<file path="src/rtl/funnel_feed_aligner.sv">
// Funnel-feed aligner: finds a 10-bit sync pattern at any bit offset in a raw
// word stream. It verifies and locks onto that offset, then feeds a left funnel
// shifter with the registered word pair and the shift amount.
module funnel_feed_aligner #(
  parameter logic [9:0]  SYNC       = 10'b0011111010,
  parameter int unsigned VERIFY_CNT = 3,
  parameter int unsigned LOSS_WIN   = 64
) (
  input  logic       clk,
  input  logic       rst,
  input  logic [9:0] in_data,
  input  logic       in_valid,
  output logic [9:0] fs_hi,
  output logic [9:0] fs_lo,
  output logic [3:0] fs_amt,
  output logic       fs_valid,
  output logic       locked,
  output logic       sync_hit
);

  localparam int unsigned DW = 10;
  localparam int unsigned AW = 4;
  localparam int unsigned HW = (VERIFY_CNT < 2) ? 1 : $clog2(VERIFY_CNT + 1);
  localparam int unsigned LW = (LOSS_WIN < 2) ? 1 : $clog2(LOSS_WIN + 1);

  typedef enum logic [1:0] {
    HUNT   = 2'd0,
    VERIFY = 2'd1,
    LOCKED = 2'd2
  } state_t;

  state_t        r_state;
  logic [DW-1:0] r_prev;
  logic          r_have_prev;
  logic [AW-1:0] r_offset;
  logic [HW-1:0] r_hit_cnt;
  logic [LW-1:0] r_win_cnt;
  logic [DW-1:0] r_fs_hi;
  logic [DW-1:0] r_fs_lo;
  logic [AW-1:0] r_fs_amt;
  logic          r_fs_valid;
  logic          r_locked;
  logic          r_sync_hit;

  logic [2*DW-1:0] w_window;
  logic [15:0]     w_match;
  logic            w_any;
  logic [AW-1:0]   w_cand;
  logic            w_hit_at_off;
  logic [AW-1:0]   w_nxt_offset;
  logic            w_verify_done;
  logic            w_loss;

  assign w_window = {r_prev, in_data};

  // Pattern match at every bit offset of the 20-bit window; upper bits pad to zero
  always_comb begin
    w_match = '0;
    for (int k = 0; k < DW; k++) begin
      w_match[k] = (w_window[(2*DW-1-k) -: DW] == SYNC);
    end
  end

  // Lowest matching offset is the candidate
  always_comb begin
    w_cand = '0;
    for (int k = DW - 1; k >= 0; k--) begin
      if (w_match[k]) w_cand = AW'(k);
    end
  end

  assign w_any         = |w_match;
  assign w_hit_at_off  = w_match[r_offset];
  assign w_verify_done = (32'(r_hit_cnt) + 32'd1) >= VERIFY_CNT;
  assign w_loss        = (32'(r_win_cnt) + 32'd1) >= LOSS_WIN;

  // Offset after this word: HUNT takes any candidate, VERIFY retargets only
  // when the held offset misses, LOCKED never moves
  always_comb begin
    w_nxt_offset = r_offset;
    case (r_state)
      HUNT:    if (w_any) w_nxt_offset = w_cand;
      VERIFY:  if (!w_hit_at_off && w_any) w_nxt_offset = w_cand;
      default: w_nxt_offset = r_offset;
    endcase
  end

  // Alignment FSM, counters, word history and registered shifter feed
  always_ff @(posedge clk) begin
    if (rst) begin
      r_state     <= HUNT;
      r_prev      <= '0;
      r_have_prev <= 1'b0;
      r_offset    <= '0;
      r_hit_cnt   <= '0;
      r_win_cnt   <= '0;
      r_fs_hi     <= '0;
      r_fs_lo     <= '0;
      r_fs_amt    <= '0;
      r_fs_valid  <= 1'b0;
      r_locked    <= 1'b0;
      r_sync_hit  <= 1'b0;
    end else begin
      r_fs_valid <= 1'b0;
      r_sync_hit <= 1'b0;
      if (in_valid) begin
        r_prev      <= in_data;
        r_have_prev <= 1'b1;
        if (r_have_prev) begin
          r_fs_hi    <= r_prev;
          r_fs_lo    <= in_data;
          r_fs_amt   <= w_nxt_offset;
          r_fs_valid <= 1'b1;
          r_sync_hit <= w_match[w_nxt_offset];
          r_offset   <= w_nxt_offset;
          case (r_state)
            HUNT: begin
              if (w_any) begin
                r_hit_cnt <= HW'(1);
                r_win_cnt <= '0;
                if (VERIFY_CNT <= 1) begin
                  r_state  <= LOCKED;
                  r_locked <= 1'b1;
                end else begin
                  r_state <= VERIFY;
                end
              end
            end
            VERIFY: begin
              if (w_hit_at_off) begin
                r_win_cnt <= '0;
                if (w_verify_done) begin
                  r_hit_cnt <= HW'(VERIFY_CNT);
                  r_state   <= LOCKED;
                  r_locked  <= 1'b1;
                end else begin
                  r_hit_cnt <= r_hit_cnt + HW'(1);
                end
              end else if (w_any) begin
                r_hit_cnt <= HW'(1);
                r_win_cnt <= '0;
              end else if (w_loss) begin
                r_win_cnt <= LW'(LOSS_WIN);
                r_hit_cnt <= '0;
                r_state   <= HUNT;
                r_locked  <= 1'b0;
              end else begin
                r_win_cnt <= r_win_cnt + LW'(1);
              end
            end
            LOCKED: begin
              if (w_hit_at_off) begin
                r_win_cnt <= '0;
              end else if (w_loss) begin
                r_win_cnt <= LW'(LOSS_WIN);
                r_hit_cnt <= '0;
                r_state   <= HUNT;
                r_locked  <= 1'b0;
              end else begin
                r_win_cnt <= r_win_cnt + LW'(1);
              end
            end
            default: begin
              r_state  <= HUNT;
              r_locked <= 1'b0;
            end
          endcase
        end
      end
    end
  end

  assign fs_hi    = r_fs_hi;
  assign fs_lo    = r_fs_lo;
  assign fs_amt   = r_fs_amt;
  assign fs_valid = r_fs_valid;
  assign locked   = r_locked;
  assign sync_hit = r_sync_hit;

endmodule

</file>
<file path="config.mk">
export PLATFORM = sky130hd
export DESIGN_NAME = funnel_feed_aligner
export DESIGN_NICKNAME = d
export VERILOG_FILES = /design/src/rtl/funnel_feed_aligner.sv
export SDC_FILE = /design/constraint.sdc
export NUM_CORES = 1
export LEC_CHECK = 0
export BUFFER_PORTS_ARGS = -buffer_cell sky130_fd_sc_hd__buf_2
export CAP_MARGIN = 20
export CORE_ASPECT_RATIO = 0.8
export CORE_MARGIN = 10
export CORE_UTILIZATION = 62
export CTS_CLUSTER_DIAMETER = 150
export DETAILED_ROUTE_END_ITERATION = 10
export GPL_ROUTABILITY_DRIVEN = 0
export PLACE_DENSITY = 0.85
export SYNTH_ARGS = -nofsm -noshare
export SYNTH_HDL_FRONTEND = slang
export SYNTH_SLANG_ARGS = --single-unit
</file>
<file path="constraint.sdc">
create_clock -name clk -period 5.4 [get_ports clk]
set_input_delay 0.81 -clock clk [delete_from_list [all_inputs] [get_ports clk]]
set_output_delay 0.81 -clock clk [all_outputs]
set_load 0.02 [all_outputs]
</file>
==> flow_summary.json <==
{
  "die_y_um": 80.8,
  "fin_skew_ns": 0.00809,
  "synth_simple_gate_area_frac": 0.331,
  "drv_cap": 0,
  "ys_types": 68,
  "synth_seq_cells": 49,
  "max_stage_delay_ns": 0.62,
  "fin_tns_setup_ns": 0,
  "ioPinCount": 40,
  "place_inst": 440,
  "clk_latency_ns": 0.32,
  "drc_errors": 0,
  "syn_area_um2": 2870,
  "synthAdderAreaFrac": 0.0218,
  "yosys.area.top_type": "dfxtp_1",
  "clock_sinks": 49,
  "postCtsHoldBufs": 0,
  "cp_max_fo": 11,
  "area_growth_pct": 8.11,
  "synth_mux_area_frac": 0.0436,
  "crit_required_ns": 5.62,
  "status": "finished clean",
  "crit_chain": "buf_2 > nand3b_1 > nor4b_1 > o221ai_1 > o41a_1 > mux2_4 > a21oi_4 > nor3_1 > nor4b_2 > o21ai_1 > a311oi_1",
  "relSlewSlack": 0.368,
  "fmax_mhz": 277,
  "synth_most_common_cell": "nand2_1",
  "layout_min_cycle_time_ns": 3.61,
  "finalSetupViolCount": 0,
  "die_x_um": 96.1,
  "worst-setup-path-type": "in2reg",
  "portBuffers": 39,
  "grt_pass1_wl_um": 12100,
  "cts_tree": "done",
  "cp_data_arrival_time_ns": 3.83,
  "core_um2": 4540,
  "irDropWorstVdd_mv": 0.146,
  "antenna_found_initial": 0,
  "final_net_count": 405,
  "grt-ovfl-total": 0,
  "final_hold_viol_count": 0,
  "drive_gt1_frac": 0.155,
  "yosys_warnings": 0,
  "drv_slew": 0,
  "worstSetupStartpointType": "input pin",
  "n_fill_cell": 394,
  "power_density_nw_per_um2": 224,
  "ys.flop_type": "dfxtp_1",
  "ant_nets": 0,
  "crit_slowest_cell": "o41a_1",
  "synth_top_family_by_area": "simple AND/OR/NAND/NOR gates",
  "hold_class": "reg2reg",
  "synth_compound_area_frac": 0.204,
  "wirelength_um": 7420,
  "stdcell_count": 448,
  "post-route-period-util": 0.669,
  "cts_setup_buffers": 0,
  "syn_nets": 379,
  "dp_hpwl_um": 5310,
  "grt_max_degree": 50,
  "via_per_inst": 6.28,
  "seq_area_frac_synth": 0.342,
  "yosys-top-cells-area": "dfxtp_1, nand2_1, a21oi_1",
  "track_usage": 0.191,
  "cts_buffers": 5,
  "synth_xor_area_frac": 0,
  "rsz0062_at_grt": "false",
  "drt-initial-drc-count": 326,
  "worst_setup_path_end_kind": "flop",
  "netlist.area_leader.share": 0.342,
  "avgSynthCellArea_um2": 7.95,
  "cts_root_buf": "clkbuf_8",
  "cts_resized": 0,
  "async_reset_ff_frac": 0,
  "cts_max_level": 2,
  "tightestPinTransition_ns": 0.948,
  "synth_common_cells": "nand2_1, dfxtp_1, a21oi_1, nor2_1, o21ai_0",
  "dieArea_um2": 7770,
  "post_drt_wl_per_cell_um": 16.6,
  "clockBufferDepth": 2,
  "synth-edff-count": 0,
  "p_leak_nw": 1.23,
  "rows": 22,
  "diodes": 0,
  "start_util": 0.632,
  "clk_pin_slew_ns": 0.09,
  "vias": 2815,
  "firstDrtPassIters": 5,
  "synth_cells": 361,
  "grt_pass1_vias": 2542
}
==> flip-flops by register name, indices dropped and copies added (netlist names) <==
name         flops
fs_hi           10
fs_lo           10
r_prev          10
r_win_cnt        7
fs_amt           4
r_hit_cnt        2
r_state          2
fs_valid         1
locked           1
r_have_prev      1
sync_hit         1
==> worst paths after layout <==
path              cells after the start                    end  slack, ns                   start
setup / recovery                     11    sync_hit$_SDFF_PP0_       1.79              in_data[8]
hold / removal                        2  fs_hi[8]$_SDFFE_PP0P_       0.45   fs_hi[8]$_SDFFE_PP0P_
setup reg to reg                     10    sync_hit$_SDFF_PP0_       1.95  r_prev[5]$_SDFFE_PP0P_
hold reg to reg                       2  fs_hi[8]$_SDFFE_PP0P_       0.45   fs_hi[8]$_SDFFE_PP0P_
==> critical path: cells and delay by family <==
kind | cells | cell delay [ns]
AND/OR/NAND/NOR | 4 | 1.06
AO/OA/AOI/OAI | 5 | 1.43
multiplexers | 1 | 0.35
buffers and inverters | 1 | 0.17
==> stage by stage <==
step	area [um^2]	utilization	setup slack [ns]	power, mW	hold slack, ns
after CTS	3100	0.683	1.89	0.694	0.456
after global routing	3100	0.683	1.60	0.719	0.475
after detailed placement	3010	0.664	1.55	0.479	0.443
after global placement	3010	0.664	1.73	0.476	0.440
final	3100	0.683	1.79	0.694	0.453
after floorplan	2870	-	2.08	0.455	0.439
==> cell usage in the layout, fill, tap and decap left out, types with 2 or more instances in the layout <==
master	count
a2111o_1	2
a211oi_1	4
a21o_1	2
a21oi_1	38
a22oi_1	4
and2_1	3
and3_1	4
and4b_1	3
buf_2	39
clkbuf_8	5
clkinvlp_4	2
dfxtp_1	49
ha_1	5
inv_1	9
mux2i_1	11
nand2_1	57
nand2b_1	5
nand3_1	4
nand3b_1	6
nand4_1	4
nand4b_1	5
nand4bb_1	5
nor2_1	38
nor2b_1	4
nor3_1	9
nor4_1	6
nor4b_1	3
o211ai_1	4
o21a_1	2
o21ai_0	17
o21ai_1	3
or3_1	2
==> layer usage <==
metal,up-vias,GRT usage,share of wire
met3,16,0.0415,0.087
met1,1313,0.270,0.46
met2,134,0.269,0.43
met4,0,0.0853,0.019
met5,-,0,0
li1,1352,-,-
==> where the power goes <==
group / total [mW] / leakage [nW] / internal, mW / switching [mW]
Combinational: 0.0830 / 0.790 / 0.0294 / 0.0536
Clock: 0.222 / 0.0374 / 0.0915 / 0.131
Sequential: 0.389 / 0.399 / 0.373 / 0.0163
Total: 0.694 / 1.23 / 0.494 / 0.201
==> layout make-up <==
| type | count | area, um^2 | share of cell area |
|---|---|---|---|
| repair buffers | 40 | 203 | 0.0653 |
| clock buffers | 6 | 72.6 | 0.0234 |
| well taps | 60 | 75.1 | 0.0242 |
| inverters | 9 | 33.8 | 0.0109 |
| multi-input cells | 282 | 1720 | 0.555 |
| flip-flops and latches | 49 | 981 | 0.316 |
| clock inverters | 2 | 15.0 | 0.00484 |
==> cell families after synthesis <==
group / Yosys count
AOI/OAI and AO/OA: 92
adders and majority gates: 5
buffers and inverters: 30
DFF: 49
muxes: 12
and+or+nand+nor: 173
(Power assumes the default switching activity.)
